===== config.mk =====
export PLATFORM = sky130hd
export DESIGN_NAME = write_back_stage
export DESIGN_NICKNAME = d
export VERILOG_FILES = /design/src/rtl/write_back_stage.sv
export SDC_FILE = /design/constraint.sdc
export NUM_CORES = 1
export LEC_CHECK = 0
export BUFFER_PORTS_ARGS = -buffer_cell sky130_fd_sc_hd__buf_4
export CAP_MARGIN = 10
export CORE_MARGIN = 2
export CORE_UTILIZATION = 40
export DETAILED_ROUTE_END_ITERATION = 10
export MAX_ROUTING_LAYER = met4
export PLACE_DENSITY = 0.71
export SLEW_MARGIN = 20
export SYNTH_ARGS = -nofsm -noshare
export SYNTH_HDL_FRONTEND = slang
export SYNTH_SLANG_ARGS = --single-unit

===== constraint.sdc =====
create_clock -name clk -period 3.81 [get_ports clk]
set_clock_uncertainty 0.1 [all_clocks]
set_input_delay 0.1905 -clock clk [delete_from_list [all_inputs] [get_ports clk]]
set_output_delay 0.1905 -clock clk [all_outputs]
set_load 0.01 [all_outputs]

===== src/rtl/write_back_stage.sv =====
// Final pipeline stage: write-back source mux, 8x16 register file with
// write-through read bypass, and two-beat return-PC reassembly for fetch.
module write_back_stage #(
  parameter int DATA_WIDTH = 16,
  parameter int REG_COUNT  = 8,
  parameter int ADDR_WIDTH = 3
) (
  input  logic                    clk,
  input  logic                    reset,
  input  logic [DATA_WIDTH-1:0]   alu_result,
  input  logic [DATA_WIDTH-1:0]   data_r,
  input  logic [DATA_WIDTH-1:0]   LDM_value,
  input  logic [DATA_WIDTH-1:0]   in_port,
  input  logic [1:0]              wb_sel,
  input  logic                    reg_write,
  input  logic [ADDR_WIDTH-1:0]   rdst,
  input  logic [ADDR_WIDTH-1:0]   rsrc1,
  input  logic [ADDR_WIDTH-1:0]   rsrc2,
  output logic [DATA_WIDTH-1:0]   read_data1,
  output logic [DATA_WIDTH-1:0]   read_data2,
  output logic [DATA_WIDTH-1:0]   wb_data,
  input  logic                    pc_pop_valid,
  input  logic                    pc_enable,
  output logic                    pc_enable_out,
  output logic [2*DATA_WIDTH-1:0] pc_out,
  output logic                    pc_load
);

  typedef enum logic {IDLE, HIGH_HELD} state_t;

  state_t                state, state_next;
  logic [DATA_WIDTH-1:0] regs [REG_COUNT];
  logic [DATA_WIDTH-1:0] hi_latch;

  always_comb begin
    wb_data = alu_result;
    unique case (wb_sel)
      2'b00: wb_data = alu_result;
      2'b01: wb_data = data_r;
      2'b10: wb_data = LDM_value;
      2'b11: wb_data = in_port;
      default: wb_data = alu_result;
    endcase
  end

  always_ff @(posedge clk or negedge reset) begin
    if (!reset) begin
      for (int unsigned i = 0; i < REG_COUNT; i++) regs[i] <= '0;
    end else if (reg_write) begin
      regs[rdst] <= wb_data;
    end
  end

  // Write-through: decode sees the value being committed this cycle.
  always_comb begin
    read_data1 = (reg_write && (rsrc1 == rdst)) ? wb_data : regs[rsrc1];
    read_data2 = (reg_write && (rsrc2 == rdst)) ? wb_data : regs[rsrc2];
  end

  always_ff @(posedge clk or negedge reset) begin
    if (!reset) state <= IDLE;
    else        state <= state_next;
  end

  always_comb begin
    state_next = state;
    unique case (state)
      IDLE:      if (pc_pop_valid) state_next = HIGH_HELD;
      HIGH_HELD: if (pc_pop_valid) state_next = IDLE;
      default:   state_next = IDLE;
    endcase
  end

  always_comb begin
    pc_enable_out = pc_enable && (state == IDLE) && !pc_pop_valid;
  end

  // First popped beat is always PC[31:16]; the second completes the PC.
  always_ff @(posedge clk or negedge reset) begin
    if (!reset) begin
      hi_latch <= '0;
      pc_out   <= '0;
      pc_load  <= 1'b0;
    end else begin
      pc_load <= 1'b0;
      if (pc_pop_valid) begin
        if (state == IDLE) begin
          hi_latch <= data_r;
        end else begin
          pc_out  <= {hi_latch, data_r};
          pc_load <= 1'b1;
        end
      end
    end
  end

endmodule


# Word-level counts from Yosys, hierarchy flattened
# Index checks and enable logic that the tools add are counted.
# totals
out_inout_bits	82
in_bits	80
regBits	178
# op_classes
bitwise	4
n_eq_ne	5
n_mux	17
n_lt_le_gt_ge	4
reduce_logical	9
# ops
cell	count
$bwmux 128	1
$mux 16	7
$bmux 16 s3	2
$pmux 16 s4	1
$demux 16 s3	1
$ge 4x4->1 const B	3
$not 3->4	3
$eq 3x3->1	2
$logic_and 1x1->1	5
$eq 2x2->1 const B	2
$lt 4x1->1 const B	1
$mux 1	4
$reduce_and 2->1	2
$eq 2x1->1 const B	1
$logic_not 2->1	1
$pmux 1 s2	1
$logic_not 1->1	1
$not 1->1	1

# Depth between registers and ports, before layout
# Gate-level depths: netlist of run 1.
# logic_depth
word_depth	6
mapped_depth	6
depth_no_buf	3

# Worst setup path after synthesis of run 1
# OpenSTA, ideal clock, no wires.
# synth_timing
path_type	input port to output port
start	in wb_sel[0]
end	out read_data1[10]
arrival_ns	1.593
cell_stages	5
path_slack_ns	1.926
cell_sequence	buf_2 > buf_6 > mux4_2 > buf_2 > mux2_2
# synth_between
elab_chain_cells	3
# synth_lines
item	line	text
from (decl)	14	input logic [1:0] wb_sel,
$eq 2x2->1 (tied with other cells)	37	unique case (wb_sel)
$pmux 16 s4 *	37	
net wb_data[10]	21	output logic [DATA_WIDTH-1:0] wb_data,
$mux 16 *	56	read_data1 = (reg_write && (rsrc1 == rdst)) ? wb_data : regs[rsrc1];
to (decl)	19	output logic [DATA_WIDTH-1:0] read_data1,
# The timed path passes the listed nets; every way through them passes the cells marked *.

# Final worst setup path of run 1
# layout_timing
start	reg regs[33] (netlist bit)
end	out read_data2[1]
# layout_between
elab_chain_cells	4
# layout_lines
item	line	text
from (decl)	32	logic [DATA_WIDTH-1:0] regs [REG_COUNT];
from (signal, indexed assignment)	50	regs[rdst] <= wb_data;
$bmux 16 s3	57	read_data2 = (reg_write && (rsrc2 == rdst)) ? wb_data : regs[rsrc2];
$mux 16 (not written as such) (2 in series)	57	
$mux 16	57	
to (decl)	20	output logic [DATA_WIDTH-1:0] read_data2,
# No other way between the ends. The select of a mux whose other input is x is not followed.

==> reports/summary.txt, run 1 <==
Final worst-path setup slack: 1.43 ns
Initial Util: 40.5%
Clock Tree Root: clkbuf_16
H-tree Lvls: 4
Slew headroom: 47.2%
Power Density: 587 nW/um2
Gr ovfl total: 0
Share of cells above drive strength 1: 60.6%
Drt first-iter violations: 340
DP HPWL: 15000 um
# clock sinks: 178
CP Capture Type: primary output
Row cnt: 57
HP Class: in2async
Total CTS buffers: 17
Core area: 24100 um2
Antenna Diode Count: 0
NumNets Final: 825
Fin. Hold Viols: 0
Clock slew at reported path FFs: 0.07 ns
Largest net degree at the start of global routing: 83
Startpoint types: register
Setup Viol. Count Final: 0
Clock Path Buffers: 2
Pleak: 5.27 nW
Critical Path AT: 2.09 ns
Routed vias: 5993
Maximum vdd ir drop: 0.000373 V
ANT nets after route: 0
CTS tree: yes
CP dominant cell by count: mux2_2
Post-cts sizing count: 0
DIE HEIGHT: 160 um
Setup TNS: 0 ns
Routed WL: 23300 um
WS Path Type: reg2out
Drc violations: 0
Status: complete, no violations
First-pass DRT Iterations: 5
DIE AREA: 25700 um2
Syn Inst Count: 592
Crit path max-delay family: multiplexers
# Max-Cap Violations: 0
Synth warn: 0
Synth cell types: 22
RSZ-0062 raised after global routing: false
CP Max Fanout: 3
IO Pins: 162
Netlist Area Pre-Place: 9760 um2
Largest stage delay, worst path: 0.52 ns
CP cell instances: mux4_1, mux2_2, mux2_2, buf_4
Total Routing Usage GR: 19.3%
Post-CTS setup-driven buffer insertion count: 0
Min Hold Slack: 0.203 ns
Critical Path RT: 3.52 ns
Post-synthesis register bit count: 178
RD Place Congestion: 0.781
Final worst-path cycle share: 62.4%
Sequential share of the synthesized area: 45.6%
Pins Over Slew Limit: 0
Worst slew pin tran: 0.792 ns
First-pass GRT wire length: 36700 um
Fin crit period: 2.38 ns
Vias per Instance: 5.55
Fmax: 420 MHz
Die X-Extent: 160 um
Clock latency on the worst-skew pair: 0.43 ns
Post-synthesis net count: 674
Syn avg cell area: 16.5 um2
Number of global-route vias before repair: 6193
Crit path buf inv count: 1
Crit path max-delay cell type: mux4_1
Worst slack at placement: 1.46 ns
Port-buffer cells: 161
Layout area overhead: 22.2%
Drt wl/cell: 21.6 um
Initial antenna violation count: 0
final cells by class:
cell class / instances / area (um2)
clock buffer: 17 / 425
clock inverter: 15 / 165
fill: 2110 / 12200
inverter: 7 / 26.3
multi-input combinational: 347 / 4940
sequential: 178 / 4450
tap: 324 / 405
timing repair buffer: 192 / 1500
through the flow:
stage	cells	area [um2]	utilization, %	total power [W]
after global placement	1030	11100	46.3	0.00522
after detailed placement	1030	11100	46.3	0.00528
final	1080	11900	49.4	0.00699
after CTS	1080	11900	49.4	0.00707
after floorplan	592	9760	-	0.00434
after global routing	1080	11900	49.4	0.00738
cells in the mapped netlist:
| library cell | n | share of area, % |
|---|---|---|
| mux4_1 | 60 | 16 |
| nand2_1 | 5 | 0.19 |
| mux2i_1 | 10 | 1.0 |
| nand4_1 | 3 | 0.19 |
| mux2_2 | 219 | 25 |
| nor3b_2 | 2 | 0.26 |
| buf_4 | 3 | 0.23 |
| nand4b_1 | 3 | 0.27 |
| nor3b_1 | 1 | 0.077 |
| buf_1 | 4 | 0.15 |
| mux4_2 | 19 | 4.4 |
| inv_1 | 7 | 0.27 |
| nor3_2 | 2 | 0.21 |
| nand2b_1 | 1 | 0.064 |
| mux2_4 | 10 | 1.5 |
| buf_2 | 20 | 1.0 |
| xnor2_1 | 6 | 0.54 |
| ha_1 | 2 | 0.26 |
| clkbuf_1 | 23 | 0.88 |
| dfrtp_1 | 178 | 46 |
| o21ai_0 | 4 | 0.21 |
| buf_6 | 10 | 1.2 |
repair_timing:
item / in CTS / in global routing
endpoints found under the setup margin: 0 / 0
hold buffers: 18 / 0
hold endpoints to repair: 93 / 0
worst paths after layout:
check | startpoint | endpoint | slack [ns] | cells past startpoint
hold / removal | reset | state | 0.20 | 2
setup / recovery | regs[33] | read_data2[1] | 1.43 | 4
max in group asynchronous | reset | regs[115] | 2.45 | 3
min in group clk | rdst[0] | regs[62] | 0.31 | 4
setup reg to reg | state | hi_latch[8] | 2.04 | 3
hold reg to reg | regs[46] | regs[46] | 0.40 | 2
sequential cells by signal (all words and copies together), names as in the netlist:
register,count
state,1
pc_load,1
regs,128
pc_out,32
hi_latch,16
per-layer routing:
metal	vias to the layer above	wire [um]	GRT usage (%)
met5	-	0	-
met4	0	348	6.10
met3	23	969	2.75
li1	2627	-	-
met1	3193	10500	25.9
met2	150	11500	30.5
where the power goes:
part / internal (W) / total, W / leakage (nW) / switching, W
Clock: 0.000935 / 0.00175 / 0.292 / 0.000815
Combinational: 0.00148 / 0.00235 / 2.86 / 0.000869
Sequential: 0.00252 / 0.00290 / 2.12 / 0.000379
placed cells by master (no fill, tap or decap), types with 6 or more instances in the layout:
cell type	synthesis	layout
buf_4	3	172
clkbuf_16	0	17
clkinv_4	0	6
dfrtp_1	178	178
dlygate4sd3_1	0	18
inv_1	7	7
mux2_2	219	219
mux2_4	10	10
mux2i_1	10	10
mux4_1	60	60
mux4_2	19	19
xnor2_1	6	6
cells by family (layout without fill, tap and decap cells):
kind of cell,count (synthesis),count (layout),share of synthesized area (%)
and+or+nand+nor,17,17,1.26
AOI/OAI and AO/OA,4,4,0.205
muxes,318,318,48.4
DFF,178,178,45.6
adders and majority gates,2,2,0.256
xor gates and xnor gates,6,6,0.539
buffers and inverters,67,231,3.72
worst reg2reg max path, stage by stage (launching register included):
cell and delay [ns]:
dfrtp_1 0.40, inv_1 0.06, ha_1 0.66, mux2_2 0.43
Power figures use the tool's default switching activity.
==> run 2, diff against run 1 <==
Clock period 3.81 ns to 2.2 ns, I/O delays scaled along.
==> run 2 against run 1 <==
Net effect:
- sequential share of layout area decreased by 1.2 points
- highest routed layer unchanged
- die area unchanged
- largest cell class unchanged
- sequential cell count unchanged
- utilization increased by 1.6 points
- sequential power increased by 76%
- critical endpoint is now read_data1[13]
- power increased by 85%
==> reports/summary.txt, run 2 (synthesized netlist as in run 1, its figures left out) <==
Antenna Diode Count: 0
Initial Util: 40.5%
DP HPWL: 15600 um
WS Path Type: reg2out
RSZ-0062 raised after global routing: true
First-pass DRT Iterations: 4
Clock Path Buffers: 2
DIE AREA: 25700 um2
Crit path max-delay cell type: mux4_2
Flop-to-flop setup slack: 0.65 ns
Final worst-path cycle share: 100%
Routed vias: 6027
Critical Path AT: 1.99 ns
R2R cell count: 3
Cell count along the critical path: 4
Clock Tree Root: clkbuf_16
Row cnt: 57
Routed WL: 23700 um
Port-buffer cells: 161
Die X-Extent: 160 um
Clock latency on the worst-skew pair: 0.44 ns
Setup TNS: 0 ns
Largest registers: regs (128), pc_out (32), hi_latch (16)
Drt wl/cell: 21.5 um
First-pass GRT wire length: 37100 um
Layout Cell Area excl Fill: 12300 um2
Crit path max-delay family: multiplexers
# clock sinks: 178
DIE HEIGHT: 160 um
Critical Path RT: 1.99 ns
IO Pins: 162
Placed cells: 1043
ANT nets after route: 0
HP Class: in2async
CP Capture Type: primary output
Biggest register: regs
Drc violations: 0
Commonest non-fill, non-tap cell in the layout: dfrtp_1
Drt first-iter violations: 252
CP cell instances: mux4_2, mux2_4, mux2_4, buf_6
Most frequent cells in the layout: dfrtp_1, mux2_2, buf_4, mux4_2, mux2_4
Total CTS buffers: 17
Core area: 24100 um2
Fin. Hold Viols: 0
Share of cells above drive strength 1: 68.8%
Layout area overhead: 26.1%
Fmax: 455 MHz
Placed instance area: 11300 um2
Largest net degree at the start of global routing: 54
Power Density: 1050 nW/um2
Setup Viol. Count Final: 0
Min Hold Slack: 0.0924 ns
Pleak: 5.43 nW
Startpoint types: register
Maximum vdd ir drop: 0.000659 V
RD Place Congestion: 0.746
CP Max Fanout: 3
# Max-Cap Violations: 0
Gr ovfl total: 0
Fin crit period: 2.20 ns
Clock slew at reported path FFs: 0.07 ns
Slew headroom: 65.8%
H-tree Lvls: 4
Pins Over Slew Limit: 0
Initial antenna violation count: 0
Largest register FFs: 128
Crit path buf inv count: 1
Worst slew pin tran: 0.514 ns
CP dominant cell by count: mux2_4
Finished Core Util: 51.0%
CTS tree: yes
Vias per Instance: 5.46
Total Routing Usage GR: 19.5%
Largest stage delay, worst path: 0.51 ns
NumNets Final: 849
Number of global-route vias before repair: 6279
Status: complete, no violations
Final Instance Count excl. Fillers: 1103
==> run 2: cell types whose count changed in the layout (fill, tap and decap cells not counted), sizes merged <==
cell / before / now
buf: 174 / 198
clkinv: 6 / 5
clkinvlp: 0 / 1
clkbuf: 17 / 18
bufinv: 1 / 5
inv: 15 / 9
==> run 2: layer usage <==
layer / part of all wire (%) / global-route usage, % / wire, um
met1: 43 / 25.0 / 10300
met2: 51 / 32.2 / 12100
met3: 4.1 / 3.79 / 974
met4: 1.2 / 4.63 / 284
met5: 0 / - / 0
==> run 2: worst paths after layout <==
path,from,to
setup / recovery,regs[13],read_data1[13]
setup reg to reg,state,pc_out[14]
hold reg to reg,regs[46],regs[46]
min in group clk,LDM_value[1],regs[33]
max in group asynchronous,reset,regs[59]
hold / removal,reset,state
==> run 2: layout make-up <==
class,instances,area [um2]
repair buffers,216,1860
fillers,2086,11800
well taps,324,405
flip-flops and latches,178,4450
multi-input cells,347,4910
inverters,7,26.3
clock buffers,18,439
clock inverters,13,208
==> run 2: per-stage QoR <==
step,total power [W],setup WS (ns)
5_1_grt,0.0136,-0.0485
4_1_cts,0.0129,-0.00414
6_report,0.0130,0.000724
3_5_place_dp,0.00919,0.188
2_1_floorplan,0.00751,0.461
3_3_place_gp,0.00907,0.197
==> run 2: power breakdown <==
group	switching [W]	total (W)	internal [W]
sequential	0.000716	0.00509	0.00437
combinational	0.00160	0.00456	0.00296
clock	0.00128	0.00332	0.00204
total	0.00360	0.0130	0.00937
==> run 2: what timing repair did <==
action                                  in CTS  in global routing
endpoints found under the hold margin      184                  0
buffers inserted                             7                  4
endpoints found under the setup margin      30                 30
hold buffers                                18                  0
gates resized for setup                    101                 32
==> run 3, diff against run 2 <==
Settings changed: GPL_TIMING_DRIVEN set to 0.
==> run 3 against run 2 <==
Net effect:
- the run now ends with negative setup slack left
- combinational power up 1%
- sequential power about the same
- die area unchanged
- register-to-register slack worse by 0.48 ns
- clock power down 16%
- via count up 2.4%
- utilization down 0.24 points
- final area down 0.47%
- clock-buffer cell count up 3
- critical path depth unchanged
- wire length up 4.8%
- critical endpoint is now read_data2[2]
- largest cell class unchanged
==> reports/summary.txt, run 3 (synthesized netlist as in run 1, its figures left out) <==
Routed vias: 6173
Fmax: 449 MHz
Port-buffer cells: 149
DIE HEIGHT: 160 um
Final worst-path cycle share: 101%
Die X-Extent: 160 um
Worst slew pin tran: 0.955 ns
Routed WL: 24800 um
Power share of the sequential group: 40.6%
# clock sinks: 178
Antenna Diode Count: 0
WS Path Type: reg2out
Number of global-route vias before repair: 6622
Worst slack at placement: -0.212 ns
Total Routing Usage GR: 20.5%
Fillers: 2123
Layout area overhead: 25.5%
Clock latency on the worst-skew pair: 0.43 ns
RD Place Congestion: 0.798
Row cnt: 57
RSZ-0062 raised after global routing: true
Vias per Instance: 5.49
Critical Path AT: 2.02 ns
Fin. Hold Viols: 0
Clk network pwr share: 22.4%
Clock slew at reported path FFs: 0.06 ns
Switching Fraction: 29.5%
Gr ovfl total: 0
HP Class: in2reg
Startpoint types: register
Storage cell area: 4450 um2
Maximum vdd ir drop: 0.000650 V
Multi-input gate area: 4940 um2
First-pass DRT Iterations: 4
IO Pins: 162
ANT nets after route: 0
Initial Util: 40.5%
Pint: 0.00880 W
Drt wl/cell: 22.1 um
Combinational share of power: 36.9%
Setup Viol. Count Final: 18
NetSw: 0.00368 W
Clock Tree Root: clkbuf_16
DP HPWL: 17200 um
CP Max Fanout: 3
Violated checks: negative setup slack
Pins Over Slew Limit: 0
Largest registers: regs (128), pc_out (32), hi_latch (16)
Final worst-path setup slack: -0.0253 ns
Power Density: 1020 nW/um2
Pleak: 5.41 nW
H-tree Lvls: 4
Most frequent cells in the layout: dfrtp_1, mux2_2, buf_4, mux4_2, mux2_4
CTS tree: yes
Critical Path RT: 1.99 ns
Biggest register: regs
Largest register FFs: 128
CP Capture Type: primary output
DIE AREA: 25700 um2
Fin crit period: 2.23 ns
Setup TNS: -0.208 ns
Core area: 24100 um2
NumNets Final: 870
Commonest non-fill, non-tap cell in the layout: dfrtp_1
Status: complete, but fails checks
Slew headroom: 36.3%
# Max-Cap Violations: 0
Initial antenna violation count: 0
Total CTS buffers: 17
Clock Path Buffers: 2
Drc violations: 0
Largest net degree at the start of global routing: 89
Drt first-iter violations: 328
Share of cells above drive strength 1: 66.2%
First-pass GRT wire length: 39200 um
run 3: metrics by stage:
step	instances	total power (W)	util (%)	instance area, um2	hold WS (ns)
global route	1125	0.0131	50.8	12200	0.0441
floorplan	592	0.00751	-	9760	-0.286
CTS	1121	0.0125	50.6	12200	0.0334
global placement	1065	0.00911	46.8	11300	0.262
finish	1125	0.0125	50.8	12200	0.0519
detailed placement	1067	0.00927	47.1	11300	-0.178
run 3: power by group through the flow:
stage	Clock, W	Sequential (W)	Combinational [W]
global route	0.00300	0.00522	0.00491
floorplan	0	0.00501	0.00251
global placement	0	0.00500	0.00411
CTS	0.00285	0.00505	0.00459
finish	0.00280	0.00507	0.00461
detailed placement	0	0.00506	0.00421
run 3: path summary, 6_finish.rpt:
kind,start,to,slack (ns),cells after the start
worst max-delay path,regs[82],read_data2[2],-0.03,4
worst min-delay path,LDM_value[3],regs[99],0.05,3
worst max register to register,state,pc_out[10],0.17,4
worst min register to register,regs[46],regs[46],0.40,2
max in group asynchronous,reset,hi_latch[2],0.97,3
min in group asynchronous,reset,pc_load,0.20,3
run 3: layout make-up:
type                    count  share of cell area [%]
plain buffers              59                    2.80
well taps                 324                    3.31
clock buffers              21                    3.76
clock inverters            11                   0.664
repair buffers            178                    12.5
flip-flops and latches    178                    36.4
multi-input cells         347                    40.3
inverters                   7                   0.215
run 3: what timing repair did:
action | CTS | global route
hold endpoints to repair | 132 | 0
setup buffers | 3 | 5
cloned | 0 | 0
gates resized for setup | 111 | 22
hold buffers | 19 | 0
pin swaps | 1 | 1
endpoints found under the setup margin | 30 | 32
run 3: layer usage:
metal,share of wire (%),wire length [um],track usage (%),up-vias
li1,-,-,-,2657
met1,44,11000,26.8,3325
met2,50,12500,33.4,162
met3,3.6,891,2.96,29
met4,1.9,467,6.35,0
met5,0,0,-,-
run 3: worst max-delay path: stages, from the launching register on:
cell and delay [ns]:
dfrtp_1 0.40, mux4_2 0.52, mux2_4 0.29, mux2_4 0.27
buf_6 0.12
